**src/rtl/median_result_writer_if.sv**
```systemverilog
// rtl/median_result_writer_if.sv - handshake bundle between the control unit, the writer and frame memory
//
// Purpose: groups the done/pixIn capture strobe and the wrEn/wrReady write
// handshake of the median result writer into one port.
// master: the writer block (samples done/pixIn/wrReady, drives the rest).
// slave : the environment (control unit + frame memory).
//   done      - one-cycle strobe, pixIn holds a valid median
//   pixIn     - median pixel
//   wrEn      - write request to frame memory
//   wrAddr    - raster write address
//   wrData    - pixel being written
//   wrReady   - memory accepts the write this cycle
//   frameDone - one-cycle pulse after the last pixel of a frame
//   overflow  - sticky pixel-dropped flag
//   busy      - FIFO non-empty or frame partially written
interface median_result_writer_if #(
  parameter int DATA_W = 8,
  parameter int ADDR_W = 19
);
  logic              done;
  logic [DATA_W-1:0] pixIn;
  logic              wrEn;
  logic [ADDR_W-1:0] wrAddr;
  logic [DATA_W-1:0] wrData;
  logic              wrReady;
  logic              frameDone;
  logic              overflow;
  logic              busy;

  modport master (
    input  done, pixIn, wrReady,
    output wrEn, wrAddr, wrData, frameDone, overflow, busy
  );

  modport slave (
    output done, pixIn, wrReady,
    input  wrEn, wrAddr, wrData, frameDone, overflow, busy
  );
endinterface

```
**src/rtl/median_result_writer.sv**
```systemverilog
// rtl/median_result_writer.sv - median filter write-back stage: pixel FIFO plus raster frame writer
//
// Purpose: captures one median pixel per done strobe into a DEPTH-entry FIFO
// and streams the pixels to frame memory at row*LENGTH+col addresses.
// Ports:
//   clk - system clock, rising edge
//   rst - asynchronous active-high reset
//   bus - median_result_writer_if.master (done/pixIn in, write handshake out,
//         frameDone/overflow/busy status)
module median_result_writer #(
  parameter int LENGTH = 640,
  parameter int WIDTH  = 480,
  parameter int DATA_W = 8,
  parameter int DEPTH  = 4,
  parameter int ADDR_W = 19
) (
  input  logic                   clk,
  input  logic                   rst,
  median_result_writer_if.master bus
);
  localparam int PTR_W = $clog2(DEPTH);
  localparam int CNT_W = PTR_W + 1;
  localparam int COL_W = (LENGTH > 1) ? $clog2(LENGTH) : 1;
  localparam int ROW_W = (WIDTH > 1) ? $clog2(WIDTH) : 1;

  typedef enum logic [1:0] {
    IDLE      = 2'd0,
    WRITE     = 2'd1,
    FRAME_END = 2'd2
  } state_t;

  state_t            state_q, state_d;
  logic [DATA_W-1:0] mem_q [DEPTH];
  logic [PTR_W-1:0]  wr_ptr_q, rd_ptr_q;
  logic [CNT_W-1:0]  count_q, count_d;
  logic [COL_W-1:0]  col_q, col_d;
  logic [ROW_W-1:0]  row_q, row_d;
  logic [ADDR_W-1:0] addr_q, addr_d;
  logic              overflow_q;
  logic              busy_q, busy_d;
  logic              push, pop, last_col, last_row;

  // A pop frees a slot in the same cycle, so a full FIFO still accepts a push.
  assign pop      = (state_q == WRITE) && bus.wrReady;
  assign push     = bus.done && ((count_q < CNT_W'(DEPTH)) || pop);
  assign last_col = (col_q == COL_W'(LENGTH - 1));
  assign last_row = (row_q == ROW_W'(WIDTH - 1));

  always_comb begin
    count_d = count_q;
    if (push && !pop) begin
      count_d = count_q + CNT_W'(1);
    end else if (pop && !push) begin
      count_d = count_q - CNT_W'(1);
    end
  end

  // Raster position: address advances by one per transfer instead of row*LENGTH+col.
  always_comb begin
    col_d  = col_q;
    row_d  = row_q;
    addr_d = addr_q;
    if (pop) begin
      if (last_col) begin
        col_d = '0;
        if (last_row) begin
          row_d  = '0;
          addr_d = '0;
        end else begin
          row_d  = row_q + ROW_W'(1);
          addr_d = addr_q + ADDR_W'(1);
        end
      end else begin
        col_d  = col_q + COL_W'(1);
        addr_d = addr_q + ADDR_W'(1);
      end
    end
  end

  always_comb begin
    busy_d = (count_d != '0) || (col_d != '0) || (row_d != '0);
  end

  // IDLE/FRAME_END look at the registered count, so a freshly pushed pixel
  // is presented one cycle after it is captured.
  always_comb begin
    state_d = state_q;
    case (state_q)
      IDLE: begin
        if (count_q != '0) state_d = WRITE;
      end
      WRITE: begin
        if (pop && last_col && last_row) begin
          state_d = FRAME_END;
        end else if (pop && !push && (count_q == CNT_W'(1))) begin
          state_d = IDLE;
        end
      end
      FRAME_END: begin
        state_d = (count_q != '0) ? WRITE : IDLE;
      end
      default: state_d = IDLE;
    endcase
  end

  always_ff @(posedge clk or posedge rst) begin
    if (rst) begin
      state_q    <= IDLE;
      wr_ptr_q   <= '0;
      rd_ptr_q   <= '0;
      count_q    <= '0;
      col_q      <= '0;
      row_q      <= '0;
      addr_q     <= '0;
      overflow_q <= 1'b0;
      busy_q     <= 1'b0;
      for (int i = 0; i < DEPTH; i++) begin
        mem_q[i] <= '0;
      end
    end else begin
      state_q <= state_d;
      count_q <= count_d;
      col_q   <= col_d;
      row_q   <= row_d;
      addr_q  <= addr_d;
      busy_q  <= busy_d;
      if (push) begin
        mem_q[wr_ptr_q] <= bus.pixIn;
        wr_ptr_q        <= wr_ptr_q + PTR_W'(1);
      end
      if (pop) begin
        rd_ptr_q <= rd_ptr_q + PTR_W'(1);
      end
      if (bus.done && !push) begin
        overflow_q <= 1'b1;
      end
    end
  end

  assign bus.wrEn      = (state_q == WRITE);
  assign bus.wrAddr    = addr_q;
  assign bus.wrData    = mem_q[rd_ptr_q];
  assign bus.frameDone = (state_q == FRAME_END);
  assign bus.overflow  = overflow_q;
  assign bus.busy      = busy_q;
endmodule

```
**src/flat_wrapper.sv**
```systemverilog
// flat-port wrapper written by rule: the top's interface ports become plain ports
module median_result_writer_flat 
#(
  parameter int LENGTH = 640,
  parameter int WIDTH  = 480,
  parameter int DATA_W = 8,
  parameter int DEPTH  = 4,
  parameter int ADDR_W = 19
)
  (clk, rst, bus_done, bus_pixIn, bus_wrReady, bus_wrEn, bus_wrAddr, bus_wrData, bus_frameDone, bus_overflow, bus_busy);
  median_result_writer_if #(.DATA_W(DATA_W), .ADDR_W(ADDR_W)) bus_i ();
  input  logic clk;
  input  logic rst;
  input wire logic [$bits(bus_i.done)-1:0] bus_done;
  input wire logic [$bits(bus_i.pixIn)-1:0] bus_pixIn;
  input wire logic [$bits(bus_i.wrReady)-1:0] bus_wrReady;
  output wire logic [$bits(bus_i.wrEn)-1:0] bus_wrEn;
  output wire logic [$bits(bus_i.wrAddr)-1:0] bus_wrAddr;
  output wire logic [$bits(bus_i.wrData)-1:0] bus_wrData;
  output wire logic [$bits(bus_i.frameDone)-1:0] bus_frameDone;
  output wire logic [$bits(bus_i.overflow)-1:0] bus_overflow;
  output wire logic [$bits(bus_i.busy)-1:0] bus_busy;
  assign bus_i.done = bus_done;
  assign bus_i.pixIn = bus_pixIn;
  assign bus_i.wrReady = bus_wrReady;
  assign bus_wrEn = bus_i.wrEn;
  assign bus_wrAddr = bus_i.wrAddr;
  assign bus_wrData = bus_i.wrData;
  assign bus_frameDone = bus_i.frameDone;
  assign bus_overflow = bus_i.overflow;
  assign bus_busy = bus_i.busy;
  median_result_writer #(.LENGTH(LENGTH), .WIDTH(WIDTH), .DATA_W(DATA_W), .DEPTH(DEPTH), .ADDR_W(ADDR_W)) u_core (.clk(clk), .rst(rst), .bus(bus_i));
endmodule
```
**config.mk**
```make
export PLATFORM = sky130hd
export DESIGN_NAME = median_result_writer_flat
export DESIGN_NICKNAME = d
export VERILOG_FILES = /design/src/rtl/median_result_writer_if.sv /design/src/rtl/median_result_writer.sv /design/src/flat_wrapper.sv
export SDC_FILE = /design/constraint.sdc
export NUM_CORES = 1
export LEC_CHECK = 0
export CAP_MARGIN = 25
export CORE_ASPECT_RATIO = 2
export CORE_UTILIZATION = 45
export DETAILED_ROUTE_END_ITERATION = 6
export MAX_ROUTING_LAYER = met4
export PLACE_DENSITY = 0.63
export SLEW_MARGIN = 20
export SYNTH_ARGS = -nofsm -noshare
export SYNTH_HDL_FRONTEND = slang
export SYNTH_SLANG_ARGS = --single-unit
```
**constraint.sdc**
```tcl
create_clock -name clk -period 3.4 [get_ports clk]
set_clock_uncertainty 0.05 [all_clocks]
set_input_delay 0.68 -clock clk [delete_from_list [all_inputs] [get_ports clk]]
set_output_delay 0.68 -clock clk [all_outputs]
set_load 0.01 [all_outputs]
```
==> run metrics, run 1 <==
status finished, final reports clean; clock buffer depth 2; Internal 2.55 mW; RSZ-0062 raised after global routing false; multi-input combinational cell area 2000 um^2; Peak supply drop 0.000306 V; combinational power share 32.8%; Leak Pwr 2.09 nW; Setup-failing EPs final 0; Final Critical Period 2.84 ns; clock share of power 25.4%; worst min-delay path startpoint u_core.bus.overflow; reg2reg start u_core.row_q[0]; Die ar. 9570 um^2; CORE AREA 8950 um^2; Num CTS Buffers 9; setup ws final 0.559 ns; register area share after synthesis 49.2%; largest net degree at the start of global routing 82; ys flop type dfrtp_1; final WL 8750 um; clock-pin slew on the worst setup and hold paths 0.06 ns; Reg area 2030 um^2; number of antenna diodes 0; Synth Cell Area 4120 um^2; Synth Net Count 398; die height 137 um; Switching Power 1.15 mW; CP endpoint kind primary output; total number of vias 2,959; fill cell count 788; Setup crit start u_core.rd_ptr_q[1]; CTS tree yes; initial antenna violation count 0; die width 69.7 um; CTS resizes 0; Final Cycle Share 83.6%; routed wire length per instance 16.7 um; sequential share of power 41.8%; routability cong. 0.858; hold_buf cts 0; CTS root buffer clkbuf_16; Post-synth EDFFs 0; maximum fanout along the worst path 9; Worst setup SP type flip-flop; Post-Route Setup TNS 0 ns; Yosys warnings 0; remaining antenna violation count 0; Hold Path Class flip-flop to flip-flop; Sw Share 31.1%; vias in the first global route 2,977; Site Rows 49; input/output buffers 42; pre-CTS setup slack 0.546 ns; Synth async-reset ratio 100%; number of I/O pins 43; kind of critical path flip-flop to primary output; number of DRC markers in iteration 0 157; worst r2r path cells 6; DP Wirelength 6340 um; worst-margin pin slew 0.556 ns; Initial Util 46.1%; Skew-Pair Late Insertion Delay 0.34 ns; Power Dens Cells 747 nW/um^2; layout net count 441; post-synth cell types 49; worst path required time 2.67 ns; worst relative slew slack 62.6%; Via density 5.64; gr ovfl total 0; share of cells above drive strength 1 16.8%; Mapped Cells 375; H-Tree Depth 3; crit path DAT 2.11 ns; worst hold stages 1; #FFs+latches synth 81; DR pass1 iterations 4; All-Layer GR Usage 20.5%; Post-CTS Setup Bufs 0; first-pass GRT wire length 14,700 um; Max Cap Viol 0; final slew viol count 0; synthesis-to-finish area growth 19.9%; Max Freq 0.352 GHz; endpoints failing hold 0; Avg Inst Size Synth 11.0 um^2; DRC viols 0; clk sinks 81
[cell families (layout without fill, tap and decap cells)]
family,Yosys count,in the layout,share of synthesized area (%)
compound gates,50,50,7.71
xor+xnor,33,33,7.01
fa+ha+maj,11,11,3.34
buf+inv,22,70,2.25
flops,81,81,49.2
mux,41,41,13.4
simple gates,137,137,17.2
[cell type report]
class	instances	area share, %
clock buffers	12	5.39
flip-flops and latches	81	41.0
multi-input cells	272	40.5
well taps	102	2.58
repair buffers	46	9.36
inverters	8	0.632
clock inverters	4	0.531
[metal layers]
layer  track usage [%]  part of all wire, %  vias to the layer above
met2              36.4                   56                       45
met1              22.2                   39                     1466
met3              2.63                  2.1                       16
met4              10.7                  3.0                        0
li1                  -                    -                     1432
met5                 -                    0                        -
[power by group through the flow]
stage	Sequential, mW	Combinational (mW)	Clock (mW)
floorplan	1.44	0.855	0
global placement	1.55	1.20	0
detailed placement	1.57	1.23	0
CTS	1.55	1.23	0.950
global route	1.60	1.33	0.997
finish	1.54	1.21	0.938
[sequential cells by signal, indices dropped and copies added, names as in the netlist]
register,count
u_core.rd_ptr_q,2
u_core.col_q,10
u_core.count_q,3
u_core.wr_ptr_q,2
u_core.mem_q,32
u_core.row_q,9
u_core.bus.wrAddr,19
u_core.bus.busy,1
u_core.state_q,2
u_core.bus.overflow,1
[synth_stat cells, types with 2 or more instances]
library cell | instances | area [um^2]
a211oi_1 | 2 | 15.0
a21o_1 | 2 | 15.0
a21oi_1 | 14 | 70.1
a311o_1 | 2 | 20.0
a31oi_1 | 6 | 37.5
and2_1 | 2 | 12.5
and3_1 | 6 | 37.5
buf_2 | 8 | 40.0
clkbuf_1 | 6 | 22.5
dfrtp_1 | 81 | 2030
ha_1 | 11 | 138
inv_1 | 8 | 30.0
mux2_2 | 33 | 372
mux4_2 | 8 | 180
nand2_1 | 35 | 131
nand2b_1 | 3 | 18.8
nand3_1 | 15 | 75.1
nand4_1 | 4 | 25.0
nor2_1 | 36 | 135
nor2b_1 | 5 | 31.3
nor3_1 | 10 | 50.1
nor3b_1 | 2 | 15.0
nor4_1 | 3 | 18.8
nor4_2 | 2 | 25.0
o21ai_0 | 12 | 60.1
o31ai_1 | 3 | 22.5
or3_1 | 3 | 18.8
xnor2_1 | 17 | 149
xor2_1 | 16 | 140
[critical path, cell delays in order, from the launching register on]
cell and delay (ns):
dfrtp_1 0.70, mux4_2 0.59, clkdlybuf4s50_1 0.49
[through the flow]
stage	hold slack [ns]	cells	instance area [um^2]	total power, mW	utilization, %
after global routing	0.460	525	4950	3.93	55.3
after detailed placement	0.438	509	4650	2.79	52.0
after global placement	0.432	509	4650	2.75	52.0
after floorplan	0.424	375	4120	2.30	-
final	0.444	525	4950	3.70	55.3
after CTS	0.451	525	4950	3.73	55.3
[path summary, 6_finish.rpt]
path / to / slack, ns
setup / recovery: bus_wrData[0] / 0.56
hold / removal: u_core.bus.overflow / 0.44
hold reg to reg: u_core.bus.overflow / 0.44
max in group asynchronous: u_core.col_q[1] / 2.26
min in group asynchronous: u_core.mem_q[6] / 0.70
setup reg to reg: u_core.bus.wrAddr[14] / 1.07
[placed cells by master, fill, tap and decap left out, types with 2 or more instances in the layout]
cell type,n
buf_4,3
or3_1,3
nor2_1,36
xnor2_1,17
a211oi_1,2
clkbuf_16,9
nand4_1,4
a31oi_1,6
dfrtp_1,81
nand2b_1,3
nor4_1,3
clkbuf_8,3
clkinv_2,3
a311o_1,2
nand2_1,35
and2_1,2
inv_1,7
nor4_2,2
a21oi_1,14
xor2_1,16
mux2_2,33
mux4_2,8
o21ai_0,12
nor3b_1,2
o31ai_1,3
a21o_1,2
ha_1,11
nor3_1,10
nand3_1,15
and3_1,6
nor2b_1,5
clkdlybuf4s50_1,42
Power figures use the tool's default switching activity.
==> run 2: changes to the inputs <==
--- a/config.mk
+++ b/config.mk
@@ -10,7 +10,7 @@
 export CORE_UTILIZATION = 45
 export DETAILED_ROUTE_END_ITERATION = 6
 export MAX_ROUTING_LAYER = met4
-export PLACE_DENSITY = 0.63
+export PLACE_DENSITY = 0.65
 export SLEW_MARGIN = 20
 export SYNTH_ARGS = -nofsm -noshare
 export SYNTH_HDL_FRONTEND = slang
==> constraint.sdc (replaced) <==
create_clock -name clk -period 2.4 [get_ports clk]
set_clock_uncertainty 0.05 [all_clocks]
set_input_delay 0.48 -clock clk [delete_from_list [all_inputs] [get_ports clk]]
set_output_delay 0.48 -clock clk [all_outputs]
set_load 0.01 [all_outputs]
==> run 2 against run 1 <==
  * Non-clock buffer count increased by 34
  * First-iteration DRC count decreased by 41%
  * Global-route usage increased by 0.093 points
  * Flip-flop and latch count unchanged
  * Critical path depth unchanged
  * Critical endpoint is now bus_wrData[7]
  * Count of clock-buffer cells in the layout decreased by 1
  * Die area unchanged
  * Register-to-register slack got worse by 0.85 ns
  * Combinational power increased by 48%
==> run metrics, run 2 (same netlist as run 1, synthesis figures left out) <==
status finished, final reports clean; die height 137 um (unchanged); CP cell instances mux4_2, clkdlybuf4s50_1; number of DRC markers in iteration 0 92 (-41%); gr ovfl total 0 (unchanged); vias in the first global route 3,213 (+7.9%); Die ar. 9570 um^2 (unchanged); DP Wirelength 6420 um (+1.3%); clock-pin slew on the worst setup and hold paths 0.06 ns (about the same); total number of vias 3,160 (+6.8%); Top reg by flops u_core.mem_q; layout net count 475 (+7.7%); clock buffer depth 2 (unchanged); worst r2r path cells 8 (+2); Crit-path slowest cell mux4_2; kind of critical path flip-flop to primary output; Final Critical Period 2.27 ns; CTS tree yes; final WL 8950 um (+2.3%); fill cell count 791 (+0.38%); first-pass GRT wire length 14,900 um (+1.8%); most common cell after layout, fill and taps aside dfrtp_1; Max Cap Viol 0 (unchanged); Num CTS Buffers 9 (unchanged); Hold WS 0.418 ns (-0.0259 ns); die width 69.7 um (unchanged); max reg flops 32 (unchanged); endpoints failing hold 0 (unchanged); Hold Path Class flip-flop to flip-flop; CTS root buffer clkbuf_16; number of antenna diodes 0 (unchanged); Reg area 2030 um^2 (about the same); worst hold stages 1 (unchanged); Via density 5.65 (+0.30%); routability cong. 0.941 (+9.7%); Leak Pwr 2.29 nW (+9.4%); crit path DAT 1.74 ns (-0.37 ns); CP peak stage delay 0.50 ns (-0.20 ns); Worst setup SP type flip-flop; maximum fanout along the worst path 5 (-4); RSZ-0062 raised after global routing false; Max Freq 0.440 GHz; input/output buffers 42 (unchanged); initial antenna violation count 0 (unchanged); reg2reg start u_core.col_q[0]; All-Layer GR Usage 20.6% (+0.093 points); placed insts 542 (+6.5%); Initial Util 46.1% (unchanged); multi-input combinational cell area 2000 um^2 (unchanged); r2r endpoint u_core.bus.busy; H-Tree Depth 3 (unchanged); worst relative slew slack 70.2% (+7.6 points); worst min-delay path startpoint u_core.bus.overflow; Setup-failing EPs final 0 (unchanged); commonest non-fill, non-tap cells in the layout 80 x dfrtp_1, 36 x nor2_1, 36 x buf_4; Final Cycle Share 94.7%; share of cells above drive strength 1 23.2% (+6.4 points); CP endpoint kind primary output; pre-CTS setup slack -0.0436 ns (-0.590 ns); Peak supply drop 0.000512 V (+67%); post-route insts no fill 559 (+6.5%); DRC viols 0 (unchanged); final slew viol count 0 (unchanged); routed wire length per instance 16.0 um (-4.0%); worst-margin pin slew 0.448 ns (-0.108 ns); remaining antenna violation count 0 (unchanged); R2R Setup Slk 0.22 ns (-0.85 ns); DR pass1 iterations 4 (unchanged); setup ws final 0.127 ns (-0.432 ns); clk sinks 81 (unchanged); design area 5240 um^2 (+5.9%); Area after DPL 4920 um^2 (+5.6%); CORE AREA 8950 um^2 (unchanged); Hold EP u_core.bus.overflow; Skew-Pair Late Insertion Delay 0.34 ns (about the same); Power Dens Cells 1030 nW/um^2 (+37%); Site Rows 49 (unchanged); number of I/O pins 43 (unchanged); largest net degree at the start of global routing 82 (unchanged); worst path required time 1.87 ns (-0.80 ns); synthesis-to-finish area growth 27.0%
## run 2: cell count changes in the layout (fill, tap and decap cells not counted), sizes merged
cell,before,now
clkinv,4,3
dlygate4sd2,0,6
clkinvlp,1,2
buf,4,38
dlymetal6s2s,0,1
clkdlybuf4s50,42,35
bufinv,0,1
clkbuf,12,11
## run 2: final cells by class
class	count	area share (%)
Clock buffer	11	4.83
Clock inverter	5	1.22
Inverter	8	0.645
Multi-Input combinational cell	272	38.3
Sequential cell	81	38.7
Tap cell	102	2.44
Timing Repair Buffer	80	13.9
## run 2: worst max path at each step
stage          slack [ns]               start  cells after the start               endpoint
3_5_place_dp        -0.04         bus_wrReady                      8  u_core.bus.wrAddr[18]
2_1_floorplan        0.42     u_core.row_q[0]                      7        u_core.bus.busy
5_1_grt              0.02     u_core.col_q[0]                      8        u_core.bus.busy
3_3_place_gp        -0.01         bus_wrReady                      8        u_core.bus.busy
4_1_cts             0.006  u_core.rd_ptr_q[1]                      3          bus_wrData[2]
6_report             0.13  u_core.rd_ptr_q[0]                      2          bus_wrData[7]
## run 2: timing repair
item / in CTS / in global routing
hold buffers: 0 / 0
setup endpoints to repair: 7 / 2
buffers inserted: 1 / 0
gates resized for setup: 6 / 2
## run 2: through the flow
stage | TNS, ns | total power [mW] | util, %
CTS | 0 | 5.44 | 58.5
floorplan | 0 | 3.26 | -
finish | 0 | 5.37 | 58.5
global placement | -0.0100 | 3.99 | 54.9
detailed placement | -0.0819 | 4.05 | 54.9
global route | 0 | 5.70 | 58.5
## run 2: power breakdown
group / switching (mW) / leakage (nW) / internal [mW]
Sequential: 0.347 / 1.01 / 1.80
Combinational: 0.743 / 1.13 / 1.05
Clock: 0.564 / 0.152 / 0.868
Total: 1.65 / 2.29 / 3.72
## run 2: layer usage
metal | global-route usage (%) | up-vias | routed length [um]
met4 | 10.7 | 0 | 297
met3 | 3.88 | 28 | 293
met5 | - | - | 0
met1 | 21.2 | 1556 | 3510
met2 | 36.9 | 80 | 4850
li1 | - | 1496 | -
## run 2: worst max-delay path: cells and delay by family (launching register included)
family   cells  cell delay [ns]
mux          1             0.50
flops        1             0.42
buf+inv      1             0.49
==> run 3: changes to the inputs <==
==> constraint.sdc (replaced) <==
create_clock -name clk -period 2 [get_ports clk]
set_clock_uncertainty 0.05 [all_clocks]
set_input_delay 0.4 -clock clk [delete_from_list [all_inputs] [get_ports clk]]
set_output_delay 0.4 -clock clk [all_outputs]
set_load 0.01 [all_outputs]
==> run 3 against run 2 <==
  * The run now ends with negative setup slack left
  * Sequential share of layout area shrank 2.2 points
  * Setup slack got worse by 0.16 ns
  * Die area stayed put
  * Sequential power rose by 18%
  * Clock power is 12% higher
  * Critical path type is now flip-flop to flip-flop
  * Largest power group unchanged
  * Highest routed layer unchanged
==> run metrics, run 3 (same netlist as run 1, synthesis figures left out) <==
worst r2r path cells 8 (unchanged); Skew-Pair Late Insertion Delay 0.33 ns (about the same); clock-pin slew on the worst setup and hold paths 0.06 ns (about the same); vias in the first global route 3,542 (+10%); All-Layer GR Usage 23.4% (+2.8 points); number of antenna diodes 0 (unchanged); design area 5550 um^2 (+6.0%); remaining antenna violation count 0 (unchanged); largest net degree at the start of global routing 33 (-60%); Num CTS Buffers 9 (unchanged); layout net count 511 (+7.6%); DP Wirelength 7350 um (+14%); kind of critical path flip-flop to flip-flop; endpoints failing hold 0 (unchanged); Leak Pwr 2.47 nW (+7.6%); worst-margin pin slew 0.492 ns (+0.0449 ns); failing checks negative setup slack; multi-input combinational cell area 2080 um^2 (+4.0%); Final Cycle Share 102%; CORE AREA 8950 um^2 (unchanged); CTS tree yes; number of DRC markers in iteration 0 142 (+54%); first-pass GRT wire length 16,900 um (+13%); reg2reg start u_core.col_q[0]; input/output buffers 42 (unchanged); final core utilization 62.0% (+3.5 points); status complete, but fails checks; clk sinks 81 (unchanged); CTS root buffer clkbuf_16; R2R Setup Slk -0.03 ns (-0.25 ns); die height 137 um (unchanged); share of cells above drive strength 1 32.9% (+9.7 points); setup ws final -0.0344 ns (-0.161 ns); r2r endpoint u_core.bus.busy; Worst setup SP type flip-flop; DRC viols 0 (unchanged); initial antenna violation count 0 (unchanged); H-Tree Depth 3 (unchanged); final slew viol count 0 (unchanged); Max Cap Viol 0 (unchanged); number of I/O pins 43 (unchanged); total number of vias 3,303 (+4.5%); Area after DPL 5180 um^2 (+5.3%); clock buffer depth 2 (unchanged); Via density 5.55 (-1.8%); hold_buf cts 0 (unchanged); Site Rows 49 (unchanged); Hold Path Class primary input to asynchronous set/reset pin; Top reg by flops u_core.mem_q; Post-Route Setup TNS -0.0344 ns (-0.0344 ns); maximum fanout along the worst path 7 (+2); Max Freq 0.492 GHz; routed wire length per instance 17.2 um (+7.2%); Power, Total 6.58 mW (+23%); Initial Util 46.1% (unchanged); final WL 10,200 um (+14%); worst relative slew slack 67.1% (-3.1 points); Reg area 2030 um^2 (about the same); fill cell count 744 (-5.9%); Peak supply drop 0.000462 V (-9.8%); die width 69.7 um (unchanged); commonest non-fill, non-tap cells in the layout 81 x dfrtp_1, 68 x buf_4, 34 x nand2_1; worst path required time 2.14 ns (+0.27 ns); Die ar. 9570 um^2 (unchanged); gr ovfl total 0 (unchanged); crit path DAT 2.18 ns (+0.44 ns); synthesis-to-finish area growth 34.6%; DR pass1 iterations 4 (unchanged); RSZ-0062 raised after global routing true; Final Critical Period 2.03 ns; Setup-failing EPs final 1 (+1); CP endpoint kind flip-flop; Power Dens Cells 1190 nW/um^2 (+16%); most common cell after layout, fill and taps aside dfrtp_1; routability cong. 0.919 (-2.4%); max reg flops 32 (unchanged)
run 3: cell count changes in the layout (fill, tap and decap cells not counted), moves of 3 or more:
cell | before | now
buf_6 | 0 | 3
nor2_1 | 36 | 33
buf_4 | 36 | 68
clkbuf_2 | 0 | 7
dlygate4sd2_1 | 6 | 1
run 3: final cells by class:
| type | instances | share of cell area [%] |
|---|---|---|
| clock inverter | 5 | 1.01 |
| timing repair buffer | 116 | 17.8 |
| clock buffer | 11 | 4.19 |
| tap | 102 | 2.30 |
| multi-input combinational | 272 | 37.6 |
| sequential | 81 | 36.5 |
| inverter | 8 | 0.609 |
run 3: metrics by stage:
stage	hold WS, ns	worst slack [ns]	std cells
after global placement	0.405	-0.423	575
after floorplan	0.424	0.0194	375
after global routing	0.434	-0.108	595
after CTS	0.400	-0.124	592
after detailed placement	0.410	-0.396	575
final	0.397	-0.0344	595
run 3: how the worst max path moves through the flow:
| stage | startpoint | endpoint | slack [ns] | cells past startpoint |
|---|---|---|---|---|
| after CTS | u_core.rd_ptr_q[1] | bus_wrData[4] | -0.12 | 3 |
| final | u_core.col_q[0] | u_core.bus.busy | -0.03 | 8 |
| after global routing | u_core.col_q[0] | u_core.bus.busy | -0.11 | 8 |
| after global placement | bus_wrReady | u_core.bus.busy | -0.42 | 8 |
| after detailed placement | bus_wrReady | u_core.bus.busy | -0.40 | 8 |
| after floorplan | u_core.row_q[0] | u_core.bus.busy | 0.02 | 7 |
run 3: repair_timing:
item	in CTS	in global routing
resized for setup	11	37
setup buffers	1	3
pin swaps	1	7
setup endpoints to repair	10	22
run 3: layer usage:
metal,wire [um],global-route usage [%],part of all wire [%]
met1,3770,23.7,37
met2,5880,43.9,58
met3,275,3.37,2.7
met4,284,11.0,2.8
met5,0,-,0
run 3: worst max-delay path, stage by stage (launching register included):
cell and delay, ns:
dfrtp_1 0.39, ha_2 0.20, and4bb_2 0.27, nand4_4 0.09, buf_12 0.12, nor3_1 0.04, o32a_1 0.38, nor4_2 0.25
nand4_1 0.12
run 3: where the power goes:
part           switching, mW  leakage [nW]  internal [mW]  total, mW
registers              0.383          1.01           2.16       2.54
clock network          0.637         0.139          0.965       1.60
logic                   1.08          1.31           1.36       2.44
